## src/rtl/lvds_align_ctrl.sv

```systemverilog
// Link bring-up sequencer for an LVDS tx/rx pair: trains the lane, bitslips rx until aligned.
// Define LVDS_ALIGN_STAT_EN to build the saturating lock-loss retrain counter on realign_cnt_o.
module lvds_align_ctrl #(
  parameter int unsigned          DATA_W     = 8,
  parameter logic [DATA_W-1:0]    TRAIN_PAT  = 8'hF1,
  parameter int unsigned          MATCH_CNT  = 4,
  parameter int unsigned          SETTLE_CYC = 6,
  parameter int unsigned          ALIGN_HI   = 2,
  parameter int unsigned          MAX_SLIPS  = 8
) (
  input  logic              clk,
  input  logic              rst_n,
  input  logic              start_i,
  input  logic              tx_locked_i,
  input  logic              rx_locked_i,
  input  logic [DATA_W-1:0] rx_data_i,
  input  logic [DATA_W-1:0] user_tx_i,
  output logic [DATA_W-1:0] tx_in_o,
  output logic              rx_data_align_o,
  output logic              aligned_o,
  output logic              align_err_o,
  output logic [3:0]        slip_cnt_o,
  output logic [15:0]       realign_cnt_o
);

  localparam logic [2:0] IDLE      = 3'd0;
  localparam logic [2:0] WAIT_LOCK = 3'd1;
  localparam logic [2:0] SETTLE    = 3'd2;
  localparam logic [2:0] CHECK     = 3'd3;
  localparam logic [2:0] SLIP      = 3'd4;
  localparam logic [2:0] ALIGNED   = 3'd5;
  localparam logic [2:0] ERROR     = 3'd6;

  localparam int unsigned HI_W = $clog2(ALIGN_HI + 1);

  logic [2:0]      state_q, state_d;
  logic [3:0]      settle_q, settle_d;
  logic [3:0]      match_q, match_d;
  logic [HI_W-1:0] hi_q, hi_d;
  logic            align_q, align_d;
  logic            aligned_q, aligned_d;
  logic            err_q, err_d;
  logic [3:0]      slip_q, slip_d;
  logic            lock_lost_s;
  logic            train_en_s;

  always_comb begin
    lock_lost_s = 1'b0;
    train_en_s  = 1'b0;
    case (state_q)
      WAIT_LOCK: train_en_s = 1'b1;
      SETTLE, CHECK, SLIP: begin
        train_en_s  = 1'b1;
        lock_lost_s = ~(tx_locked_i & rx_locked_i);
      end
      ALIGNED: lock_lost_s = ~(tx_locked_i & rx_locked_i);
      default: begin
        lock_lost_s = 1'b0;
        train_en_s  = 1'b0;
      end
    endcase
  end

  assign tx_in_o = train_en_s ? TRAIN_PAT : user_tx_i;

  // Restart and lock loss both fall back to WAIT_LOCK and override any compare result.
  always_comb begin
    state_d   = state_q;
    settle_d  = settle_q;
    match_d   = match_q;
    hi_d      = hi_q;
    align_d   = align_q;
    aligned_d = aligned_q;
    err_d     = err_q;
    slip_d    = slip_q;
    if (start_i || lock_lost_s) begin
      state_d   = WAIT_LOCK;
      settle_d  = 4'd0;
      match_d   = 4'd0;
      hi_d      = '0;
      align_d   = 1'b0;
      aligned_d = 1'b0;
      slip_d    = 4'd0;
      err_d     = start_i ? 1'b0 : err_q;
    end else begin
      case (state_q)
        IDLE: state_d = IDLE;
        WAIT_LOCK: begin
          if (tx_locked_i && rx_locked_i) begin
            state_d  = SETTLE;
            settle_d = 4'd0;
          end else begin
            state_d = WAIT_LOCK;
          end
        end
        SETTLE: begin
          if (settle_q == 4'(SETTLE_CYC - 1)) begin
            state_d = CHECK;
            match_d = 4'd0;
          end else begin
            settle_d = settle_q + 4'd1;
          end
        end
        CHECK: begin
          if (rx_data_i == TRAIN_PAT) begin
            if (match_q + 4'd1 == 4'(MATCH_CNT)) begin
              state_d   = ALIGNED;
              aligned_d = 1'b1;
              match_d   = 4'd0;
            end else begin
              match_d = match_q + 4'd1;
            end
          end else if (slip_q == 4'(MAX_SLIPS)) begin
            state_d = ERROR;
            err_d   = 1'b1;
          end else begin
            state_d = SLIP;
            align_d = 1'b1;
            slip_d  = slip_q + 4'd1;
            hi_d    = '0;
            match_d = 4'd0;
          end
        end
        SLIP: begin
          if (hi_q == HI_W'(ALIGN_HI - 1)) begin
            state_d  = SETTLE;
            align_d  = 1'b0;
            settle_d = 4'd0;
          end else begin
            hi_d = hi_q + {{(HI_W-1){1'b0}}, 1'b1};
          end
        end
        ALIGNED: state_d = ALIGNED;
        ERROR:   state_d = ERROR;
        default: begin
          state_d   = IDLE;
          align_d   = 1'b0;
          aligned_d = 1'b0;
        end
      endcase
    end
  end

  always_ff @(posedge clk or negedge rst_n) begin
    if (!rst_n) begin
      state_q   <= IDLE;
      settle_q  <= 4'd0;
      match_q   <= 4'd0;
      hi_q      <= '0;
      align_q   <= 1'b0;
      aligned_q <= 1'b0;
      err_q     <= 1'b0;
      slip_q    <= 4'd0;
    end else begin
      state_q   <= state_d;
      settle_q  <= settle_d;
      match_q   <= match_d;
      hi_q      <= hi_d;
      align_q   <= align_d;
      aligned_q <= aligned_d;
      err_q     <= err_d;
      slip_q    <= slip_d;
    end
  end

  assign rx_data_align_o = align_q;
  assign aligned_o       = aligned_q;
  assign align_err_o     = err_q;
  assign slip_cnt_o      = slip_q;

`ifdef LVDS_ALIGN_STAT_EN
  logic [15:0] realign_q;

  // Counts only lock losses out of ALIGNED; start does not clear it.
  always_ff @(posedge clk or negedge rst_n) begin
    if (!rst_n) begin
      realign_q <= 16'h0000;
    end else if (lock_lost_s && (state_q == ALIGNED) && (realign_q != 16'hFFFF)) begin
      realign_q <= realign_q + 16'h0001;
    end else begin
      realign_q <= realign_q;
    end
  end

  assign realign_cnt_o = realign_q;
`else
  assign realign_cnt_o = 16'h0000;
`endif

endmodule

```

## config.mk

```make
export PLATFORM = sky130hd
export DESIGN_NAME = lvds_align_ctrl
export DESIGN_NICKNAME = d
export VERILOG_FILES = /design/src/rtl/lvds_align_ctrl.sv
export SDC_FILE = /design/constraint.sdc
export NUM_CORES = 1
export LEC_CHECK = 0
export CAP_MARGIN = 40
export CORE_ASPECT_RATIO = 0.9
export CORE_UTILIZATION = 50
export DETAILED_ROUTE_END_ITERATION = 8
export PLACE_DENSITY_LB_ADDON = 0.15
export SYNTH_ARGS = -nofsm -noshare
export SYNTH_HDL_FRONTEND = slang
export SYNTH_SLANG_ARGS = --single-unit
```

## constraint.sdc

```tcl
create_clock -name clk -period 2.8 [get_ports clk]
set_input_delay 0.56 -clock clk [delete_from_list [all_inputs] [get_ports clk]]
set_output_delay 0.56 -clock clk [all_outputs]
set_load 0.005 [all_outputs]
```

==> summary.txt <==
Outcome
  • Outcome: finished, final reports clean

Yosys
  • Synth area leaders: dfrtp_1 31%, buf_4 7.5%, ha_1 5.5%
  • EDFF count, synth: 0
  • Cell Area, Synth: 1600 um2
  • Synth unique cells: 57
  • Mapped Cells: 180
  • Sequential fraction of the synthesis area: 31.3%
  • Main synth FF type: dfrtp_1
  • Post-synth top area cell: dfrtp_1
  • FF+latch count, synth: 20
  • Post-synthesis async set-or-reset flop share: 100%
  • Mean area per synthesized cell: ~8.9 um2
  • Ys Warns: 0
  • Yosys top cell area share: 31.3%

Detailed routing
  • 1st-iter DRT viols: 38
  • Vias per cell: roughly 5.5
  • # DRC: 0
  • Vias: 1399
  • Detail Route Antenna Nets: 0
  • Wire length per cell: 14.1 um
  • Overall routed net length: 3.60 mm
  • DRT Pass-1 Iters: 4

Power
  • Sw frac: between 20% and 30%
  • Sequential power share: 50.3%
  • Leak: 0.836 nW
  • VDD IR max: 0.169 mV
  • Power share of the clock group: 22.9%
  • Comb pwr share: 26.8%
  • PwrDens: 305 nW/um2
  • Final Power: ~0.6 mW
  • Internal power: 0.424 mW
  • Sw Pwr: between 0.15 and 0.2 mW

GRT
  • Largest net degree at the start of global routing: 21
  • Number of global-route vias before repair: 1324
  • Initial antenna violation count: 0
  • Total gr overflow: 0
  • GRT Resource Usage Total: 22.3%
  • First-pass GRT wire length: 5.80 mm

Placement
  • DP HPWL: 2.84 mm
  • Pre-CTS WS: approximately 0.36 ns
  • Dpl cells: approximately 250
  • Placed cell area: approximately 1900 um2
  • Placer Congestion: 1.00
  • Count of input and output buffers: 35

Timing
  • Setup TNS: 0 ns
  • Fmax: around 0.42 GHz
  • Final Max Slew Viols: 0
  • Tcrit/Tclk final: 85.6%
  • Setup Viol. Count Final: 0
  • Post-route minimum period: 2.40 ns
  • Final Hold Slack: 0.511 ns
  • Worst Skew: 0.00649 ns
  • Hold Vio Cnt, Final: 0
  • Unrepaired setup endpoints after global routing: false
  • Worst setup margin: 0.404 ns

Finish
  • Final antenna diode count: 0
  • Final core utilization: about 64%
  • Design area: approximately 2000 um2
  • Area growth syn-to-layout: 22.0%
  • Layout cells sized above 1: a little over an eighth
  • Post-Layout Cell Count: 256
  • Nets: roughly 240

Critical path
  • Setup Crit Path Kind: reg -> out
  • Worst Path Arrival: 1.84 ns
  • Crit-path max FO: 8
  • Worst Setup End Kind: output port
  • Critical Path Source Type: register
  • Critical path required time: 2.24 ns

Clock tree
  • CTS tree: yes
  • Skew-Pair Late Insertion Delay: 0.30 ns
  • Post-CTS Setup Bufs: 0
  • H-tree levels: 1
  • Post-CTS sizing: 0
  • CTS root buf: clkbuf_4
  • Clock transition at the registers of the reported paths: ~0.1 ns
  • CTS Buffer Depth: 2
  • Number of clock sinks: 20
  • Cts hold-fix bufs: 0
  • Num CTS Buffers: 3

Job
  • MaxCap Viol Count: 0

Die
  • Die ar.: around 3400 um2
  • I/O pin total: 52
  • Die Ht: 55.7 um
  • Std cell rows: 19
  • Die W: roughly 62 um
  • Placeable Area: approximately 3000 um2
  • Initial core utilization: about 53%

Worst hold path
  • Worst min path class: reg -> reg
==> cells by family (layout without fill, tap and decap cells) <==
family | count (synthesis) | count (layout) | share of synthesized area [%]
simple gates | 74 | 74 | 27.3
compound gates | 39 | 39 | 18.9
buf+inv | 30 | 49 | 11.6
flops | 20 | 20 | 31.3
fa+ha+maj | 7 | 7 | 5.47
xor+xnor | 6 | 6 | 3.28
mux | 3 | 3 | 2.03
other cells | 1 | 16 | 0.234
==> worst paths after layout <==
path,from,to,slack [ns],cells after the start
worst max-delay path,state_q[2],tx_in_o[4],0.40,3
worst min-delay path,hi_q[1],hi_q[1],0.51,1
worst max register to register,settle_q[1],settle_q[1],0.86,7
worst min register to register,hi_q[1],hi_q[1],0.51,1
max in group asynchronous,rst_n,settle_q[1],2.00,2
min in group asynchronous,rst_n,slip_cnt_o[2],0.58,2
==> worst max-delay path, stage by stage (launching register included) <==
cell             delay (ns)
dfrtp_1                0.42
xnor2_1                0.43
or2_2                  0.19
clkdlybuf4s50_1        0.49
==> power by group through the flow <==
stage / Clock, mW / Sequential (mW) / Combinational (mW)
final: 0.137 / 0.300 / 0.160
after global routing: 0.149 / 0.301 / 0.177
after CTS: 0.141 / 0.300 / 0.160
after detailed placement: 0 / 0.305 / 0.158
after global placement: 0 / 0.305 / 0.155
after floorplan: 0 / 0.305 / 0.0994
==> placed cells by master (no fill, tap or decap), drive strengths merged, types with 2 or more instances in the layout <==
cell / instances
clkdlybuf4s50: 35
dfrtp: 20
nor2: 20
conb: 16
nand2: 14
a21oi: 8
inv: 7
nand3: 7
ha: 7
o21ai: 7
or2: 6
nor2b: 6
o31ai: 5
buf: 4
a31oi: 4
xnor2: 3
nand4: 3
xor2: 3
o2bb2ai: 3
clkbuf: 3
nor3: 3
a21o: 3
and3b: 2
a211o: 2
nor3b: 2
nand2b: 2
mux2: 2
==> synthesized netlist by cell type (2+ instances only) <==
cell and n:
a21oi_1 5, a21o_1 2, inv_1 7, nand2_1 13, clkbuf_1 2, or2_2 6
nor3_1 2, dfrtp_1 20, nand3_1 7, xor2_1 3, o31ai_1 5, nor2_1 18
and3b_1 2, buf_4 16, a211o_1 2, nand4_1 3, o21ai_2 2, ha_1 7
o2bb2ai_1 3, a31oi_1 3, o21ai_1 4, nor3b_1 2, a21oi_2 2, buf_2 4
nor2b_1 6, xnor2_1 3
==> area by class of cell <==
class                           instances  area (um2)
Clock buffer                            3        22.5
Fill cell                             273        1090
Inverter                                7        26.3
Multi-Input combinational cell        145         972
Sequential cell                        20         500
Tap cell                               42        52.6
Timing Repair Buffer                   39         380
==> layer usage <==
layer / GRT usage, % / vias to the layer above / routed length, um
li1: - / 674 / -
met1: 27.7 / 658 / 1450
met2: 38.2 / 62 / 1820
met3: 4.42 / 5 / 294
met4: 6.35 / 0 / 40
met5: 0 / - / 0
==> sequential cells by signal (all words and copies together) (netlist names) <==
name and cells:
align_err_o 1, aligned_o 1, hi_q 2, match_q 4, rx_data_align_o 1, settle_q 4, slip_cnt_o 4, state_q 3
Power figures use the tool's default switching activity.
